===== src/rtl/nvm_pkg.sv =====
// nvm_pkg: shared constants and the FIFO entry layout for the NVM serial receive path.
package nvm_pkg;

  // Address width driven by the NVM serial reader.
  localparam int NVM_AW = 5;
  // Bits per serial frame.
  localparam int NVM_DW = 8;
  // Width of the per-byte bit counter.
  localparam int NVM_CNT_W = $clog2(NVM_DW);

  // One buffered byte together with the address sampled on its first bit.
  typedef struct packed {
    logic [NVM_AW-1:0] addr;
    logic [NVM_DW-1:0] data;
  } nvm_rx_entry_t;

endpackage


===== src/rtl/nvm_rx_fifo.sv =====
// nvm_rx_fifo: small synchronous FIFO with a combinational head.
// A push into a full FIFO is accepted only if a pop happens on the same edge;
// otherwise it is dropped and drop_o pulses. A pop while empty is ignored.
module nvm_rx_fifo
  import nvm_pkg::*;
#(
  parameter int  DEPTH   = 2,
  parameter type entry_t = nvm_rx_entry_t
) (
  input  logic   clk,
  input  logic   clr,
  input  logic   push_i,
  input  entry_t push_data_i,
  input  logic   pop_i,
  output logic   valid_o,
  output entry_t head_o,
  output logic   drop_o
);

  localparam int PW = (DEPTH > 1) ? $clog2(DEPTH) : 1;
  localparam int OW = $clog2(DEPTH + 1);

  logic [PW-1:0] rptr_q;
  logic [PW-1:0] wptr_q;
  logic [OW-1:0] occ_q;
  entry_t        mem_q [DEPTH];

  logic empty_s;
  logic full_s;
  logic pop_s;
  logic push_s;

  // Qualify push/pop against occupancy; a same-edge pop frees the slot a full push needs.
  always_comb begin
    empty_s = (occ_q == '0);
    full_s  = (occ_q == OW'(DEPTH));
    pop_s   = pop_i & ~empty_s;
    push_s  = push_i & (~full_s | pop_s);
    drop_o  = push_i & full_s & ~pop_s;
  end

  assign valid_o = ~empty_s;
  assign head_o  = mem_q[rptr_q];

  // Storage, pointers (power-of-two depth, natural wrap) and occupancy.
  always_ff @(posedge clk or negedge clr) begin
    if (!clr) begin
      for (int i = 0; i < DEPTH; i++) begin
        mem_q[i] <= '0;
      end
      rptr_q <= '0;
      wptr_q <= '0;
      occ_q  <= '0;
    end else begin
      if (push_s) begin
        mem_q[wptr_q] <= push_data_i;
        wptr_q        <= wptr_q + PW'(1);
      end
      if (pop_s) begin
        rptr_q <= rptr_q + PW'(1);
      end
      case ({push_s, pop_s})
        2'b10:   occ_q <= occ_q + OW'(1);
        2'b01:   occ_q <= occ_q - OW'(1);
        default: occ_q <= occ_q;
      endcase
    end
  end

endmodule


===== src/rtl/nvm_sipo_rx.sv =====
// nvm_sipo_rx: deserializes the MSB-first NVM bit stream into bytes, tags each
// byte with the address seen on its first bit, and buffers them for the bus side.
// Optional build macro NVM_RX_ERRCNT_EN adds an 8-bit saturating dropped-byte counter.
// AW/DW must match the nvm_rx_entry_t layout in nvm_pkg.
module nvm_sipo_rx
  import nvm_pkg::*;
#(
  parameter int DEPTH = 2,
  parameter int AW    = NVM_AW,
  parameter int DW    = NVM_DW
) (
  input  logic          clk,
  input  logic          clr,
  input  logic          frame,
  input  logic          ser_valid,
  input  logic          ser_data,
  input  logic [AW-1:0] addr_in,
  output logic          byte_valid,
  input  logic          byte_ready,
  output logic [DW-1:0] byte_data,
  output logic [AW-1:0] byte_addr,
  output logic          ovf,
  input  logic          ovf_clr,
  output logic          busy
`ifdef NVM_RX_ERRCNT_EN
  ,output logic [7:0]   ovf_count
`endif
);

  localparam int CW = $clog2(DW);

  logic [DW-1:0] shift_q, shift_d;
  logic [CW-1:0] cnt_q, cnt_d;
  logic [AW-1:0] addr_q, addr_d;
  logic          ovf_q, ovf_d;

  logic          last_s;
  logic          drop_s;
  nvm_rx_entry_t push_entry_s;
  nvm_rx_entry_t head_s;

  // The eighth accepted bit completes a byte; it goes to the FIFO on the same edge.
  always_comb begin
    last_s            = frame & ser_valid & (cnt_q == CW'(DW - 1));
    push_entry_s.addr = addr_q;
    push_entry_s.data = {shift_q[DW-2:0], ser_data};
  end

  // Deserializer next state: frame low aborts the partial byte ahead of any bit.
  always_comb begin
    shift_d = shift_q;
    cnt_d   = cnt_q;
    addr_d  = addr_q;
    if (!frame) begin
      cnt_d = '0;
    end else if (ser_valid) begin
      shift_d = {shift_q[DW-2:0], ser_data};
      if (cnt_q == '0) begin
        addr_d = addr_in;
      end else begin
        addr_d = addr_q;
      end
      if (cnt_q == CW'(DW - 1)) begin
        cnt_d = '0;
      end else begin
        cnt_d = cnt_q + CW'(1);
      end
    end else begin
      cnt_d = cnt_q;
    end
  end

  // Sticky overflow: a drop on the same edge as a clear leaves the flag set.
  always_comb begin
    if (drop_s) begin
      ovf_d = 1'b1;
    end else if (ovf_clr) begin
      ovf_d = 1'b0;
    end else begin
      ovf_d = ovf_q;
    end
  end

  // Deserializer, address latch and overflow registers.
  always_ff @(posedge clk or negedge clr) begin
    if (!clr) begin
      shift_q <= '0;
      cnt_q   <= '0;
      addr_q  <= '0;
      ovf_q   <= 1'b0;
    end else begin
      shift_q <= shift_d;
      cnt_q   <= cnt_d;
      addr_q  <= addr_d;
      ovf_q   <= ovf_d;
    end
  end

  nvm_rx_fifo #(
    .DEPTH   (DEPTH),
    .entry_t (nvm_rx_entry_t)
  ) u_fifo (
    .clk         (clk),
    .clr         (clr),
    .push_i      (last_s),
    .push_data_i (push_entry_s),
    .pop_i       (byte_ready),
    .valid_o     (byte_valid),
    .head_o      (head_s),
    .drop_o      (drop_s)
  );

  assign byte_data = head_s.data;
  assign byte_addr = head_s.addr;
  assign ovf       = ovf_q;
  assign busy      = (cnt_q != '0);

`ifdef NVM_RX_ERRCNT_EN
  logic [7:0] ovf_cnt_q, ovf_cnt_d;

  // Dropped-byte counter: saturates at 255; a drop during a clear restarts at 1.
  always_comb begin
    if (drop_s) begin
      if (ovf_clr) begin
        ovf_cnt_d = 8'd1;
      end else if (ovf_cnt_q == 8'd255) begin
        ovf_cnt_d = 8'd255;
      end else begin
        ovf_cnt_d = ovf_cnt_q + 8'd1;
      end
    end else if (ovf_clr) begin
      ovf_cnt_d = 8'd0;
    end else begin
      ovf_cnt_d = ovf_cnt_q;
    end
  end

  // Dropped-byte counter register.
  always_ff @(posedge clk or negedge clr) begin
    if (!clr) begin
      ovf_cnt_q <= 8'd0;
    end else begin
      ovf_cnt_q <= ovf_cnt_d;
    end
  end

  assign ovf_count = ovf_cnt_q;
`endif

endmodule


===== config.mk =====
export PLATFORM = sky130hd
export DESIGN_NAME = nvm_sipo_rx
export DESIGN_NICKNAME = d
export VERILOG_FILES = /design/src/rtl/nvm_pkg.sv /design/src/rtl/nvm_rx_fifo.sv /design/src/rtl/nvm_sipo_rx.sv
export SDC_FILE = /design/constraint.sdc
export NUM_CORES = 1
export LEC_CHECK = 0
export CAP_MARGIN = 25
export CORE_MARGIN = 8
export CORE_UTILIZATION = 49
export CTS_CLUSTER_DIAMETER = 30
export DETAILED_ROUTE_END_ITERATION = 8
export PLACE_DENSITY = 0.76
export SLEW_MARGIN = 20
export SYNTH_ARGS = -nofsm -noshare
export SYNTH_HDL_FRONTEND = slang
export SYNTH_SLANG_ARGS = --single-unit
export TNS_END_PERCENT = 5

===== constraint.sdc =====
create_clock -name clk -period 1.7 [get_ports clk]
set_input_delay 0.425 -clock clk [delete_from_list [all_inputs] [get_ports clk]]
set_output_delay 0.425 -clock clk [all_outputs]
set_load 0.005 [all_outputs]

==> impl_summary.md <==
Timing
The final clock period utilization by the worst path is 107%. The setup violation total in the final timing report is 16. Across all setup checks in the final design, the least slack found is -0.127 ns. The final count of hold timing violations is 0. For this run, the top clock speed supported by timing is 0.547 GHz. Headroom to the max-slew limit came out at 61.4%. Setup repair after global routing could not meet its margin everywhere. For the finished layout, the period the worst path requires is 1.83 ns. The number of pins exceeding their max-slew limit in the final report is 0. The slew at the pin closest to its max-slew limit is 0.580 ns. The clock arrives with 0.00700 ns of skew.

Logic synthesis
The Yosys step of the flow raised 0 warnings. After synthesis, flip-flops and latches occupy 53.6% of the total area. The flip-flop and latch count after synthesis is 46. The number of different library cells used by synthesis comes to 33.

Synthesis produced a netlist whose cell count is 140. The synthesized netlist occupies a cell area of 2150 um2. Sorting the synthesized cells by area gives the leading types as dfrtp_1 54%, mux2_2 16%, mux2_4 14%.

The number of nets produced by synthesis is 155. The biggest area contributor in the post-synthesis netlist is dfrtp_1. The proportion of netlist area held by the largest area contributor is 53.6%. The average size of a mapped cell is 15.3 um2.

Worst setup path
The end of the worst register-to-register path is u_fifo.mem_q[9]. The maximum net fanout on the critical path is 3. The setup path with the least slack is of type register to primary output. The startpoint identified for the worst register-to-register timing path is cnt_q[0]. The worst register-to-register path has a setup slack of -0.01 ns.

The sort of element at the start of the critical path is a register. Tracing the worst setup path back leads to its startpoint at u_fifo.rptr_q. The path depth of the worst reg2reg path is 6.

In this run the worst setup path terminates at byte_addr[1]. The endpoint kind of the worst setup timing path is a primary output. The critical path arrival is 1.40 ns.

At the worst endpoint, the required time is 1.27 ns.

Detailed routing
The violation count after the first detailed-routing iteration is 41. The routed length per instance is 16.5 um. The via count is 1,261. After detailed routing, the number of remaining DRC violations is 0. The average via count per standard cell is 5.13. In this run the remaining antenna-violating nets after routing total 0. For this block, the routed nets add up to 4060 um of wire. The first-pass detailed-route iteration total is 2.

Final layout
The net count of the finished layout is 209. The area growth from synthesis to layout is 30.8%. The diode insertion count for antenna repair is 0. The layout cell share with drive strength beyond 1 is 56.2%. The area of all sequential standard cells is 1150 um2. After filler insertion, the fill cell instance count of the layout stands at 310. The area of the multi-input gates is 1000 um2.

Floorplan
The floorplan step defined a die boundary enclosing 6760 um2. After floorplanning, the core was sized to cover 4290 um2. The number of placement rows is 24. The height of the die is 82.2 um.

In this run the count of I/O pins placed on the die edge is 28. The starting density of the core is 50.0%. The width of the die is 82.2 um.

Outcome
The run finished, with violations left. The final reports fail on negative setup slack.

Placement
The quantity of I/O buffers inserted on ports is 27. Detailed placement finished with a half-perimeter wire length of 2750 um. At the placement stage, the worst setup path has a slack of -0.449 ns. The congestion estimate from routability-driven global placement came to 0.770.

Global route
The global routing usage summed across all routing layers is 12.8%. The first global-routing pass estimated 6610 um of wire. The number of global-route vias before repair came to 1,448. The number of antenna violations at the first check in global routing was 0. The leftover overflow at the end of global routing is 0. Entering global routing, the biggest net connects 47 pins.

Power and ir drop
The standby leakage power is 1.37 nW. The power density over cell area is 824 nW/um2. After layout, the design draws a total of 2.31 mW. VDD sags by at most 0.521 mV.

Clocking
The maximum number of buffers from clock root to sink is 2. The TritonCTS sink count is 46. TritonCTS built the clock tree. The clock insertion delay at the later pin of the skew report is 0.29 ns. The number of levels in the clock H-tree is 2.

Counting the buffers created by CTS gives 5. Buffers inserted to repair hold after CTS numbered 0. The root buffer cell chosen for the clock tree is clkbuf_8.

The register clock-pin slew on the reported worst setup and hold paths is 0.08 ns.

Worst hold path
In this run the worst hold path is classified as input port to asynchronous set/reset pin.

Run
The max-capacitance violation count is 0.
## routing by layer
layer  vias up  track usage [%]  share of wire [%]
met2        19             22.2                 52
met4         0             3.68                1.1
met3         7             4.33                4.4
met5         -                0                  0
met1       636             14.7                 42
li1        599                -                  -
## metrics by stage
step / setup TNS (ns) / instances / area (um2) / hold slack (ns) / util [%]
after floorplan: 0 / 140 / 2150 / 0.129 / -
after global routing: -2.92 / 246 / 2810 / 0.268 / 65.4
after CTS: -2.52 / 246 / 2760 / 0.224 / 64.3
after global placement: -8.95 / 228 / 2540 / 0.486 / 59.2
after detailed placement: -10.94 / 228 / 2540 / 0.495 / 59.2
final: -1.39 / 246 / 2810 / 0.206 / 65.4
## report_power, final
group	switching (mW)	internal, mW
Clock	0.341	0.470
Combinational	0.0848	0.139
Sequential	0.0874	1.19
## worst min-delay path by stage
stage | startpoint | endpoint | depth (start not counted)
global placement | u_fifo.mem_q[11] | u_fifo.mem_q[11] | 1
CTS | clr | u_fifo.wptr_q | 2
floorplan | clr | addr_q[0] | 0
finish | clr | u_fifo.mem_q[17] | 2
global route | clr | u_fifo.mem_q[1] | 2
detailed placement | u_fifo.mem_q[10] | u_fifo.mem_q[10] | 1
## cells in the final DEF, fill, tap and decap left out, drive strengths merged, types with 3 or more instances in the layout
| cell type | instances |
|---|---|
| mux2 | 51 |
| dfrtp | 46 |
| buf | 32 |
| clkbuf | 14 |
| clkdlybuf4s50 | 10 |
| inv | 3 |
| nand2b | 3 |
| nor2b | 3 |
| nand2 | 3 |
| ha | 3 |
## sequential cells by signal, indices dropped and copies added, names as in the netlist
register	flops
cnt_q	3
addr_q	5
u_fifo.rptr_q	1
ovf	1
u_fifo.wptr_q	1
shift_q	7
u_fifo.occ_q	2
u_fifo.mem_q	26
## cells by family (layout without fill, tap and decap cells)
logic type	Yosys count	count (layout)	share of synthesized area, %
buffers and inverters	8	62	3.09
multiplexers	53	53	31.2
adder cells (fa/ha/maj)	3	3	1.75
XOR/XNOR	1	1	0.408
flip-flops	46	46	53.6
AND/OR/NAND/NOR	23	23	8.33
AO/OA/AOI/OAI	6	6	1.69
## final cells by class
type / instances / area share (%)
inverters: 3 / 0.401
well taps: 52 / 2.32
clock inverters: 1 / 1.07
clock buffers: 6 / 2.94
multi-input cells: 86 / 35.7
repair buffers: 52 / 16.6
flip-flops and latches: 46 / 41.0
## critical path: stages (launching register included)
cell	delay, ns
dfrtp_1	0.43
buf_6	0.14
buf_6	0.11
mux2_4	0.30
buf_6	0.12
## synth_stat cells
cell type,instances
nor3b_2,1
mux2_2,31
buf_2,1
o22ai_1,1
inv_1,3
nor2_1,2
or2_2,1
xnor2_1,1
a31oi_1,1
and3b_2,1
mux2i_1,2
nor2b_1,3
nand2_1,2
nand2_2,1
a311oi_1,1
buf_4,1
buf_6,2
or3b_4,1
nand3_4,1
or2_1,1
nand2b_1,3
nor3_4,1
nand3_2,1
a21oi_1,1
dfrtp_1,46
mux2_4,20
buf_12,1
nor3_1,1
o21ai_0,2
and3_4,1
nand3b_1,1
ha_1,3
and2_1,1
## repair_timing
action,in CTS,in global routing
resized for setup,44,36
buffers inserted,11,0
pin swaps,1,0
setup endpoints to repair,37,41
endpoints found under the hold margin,0,0
(Power assumes the default switching activity.)
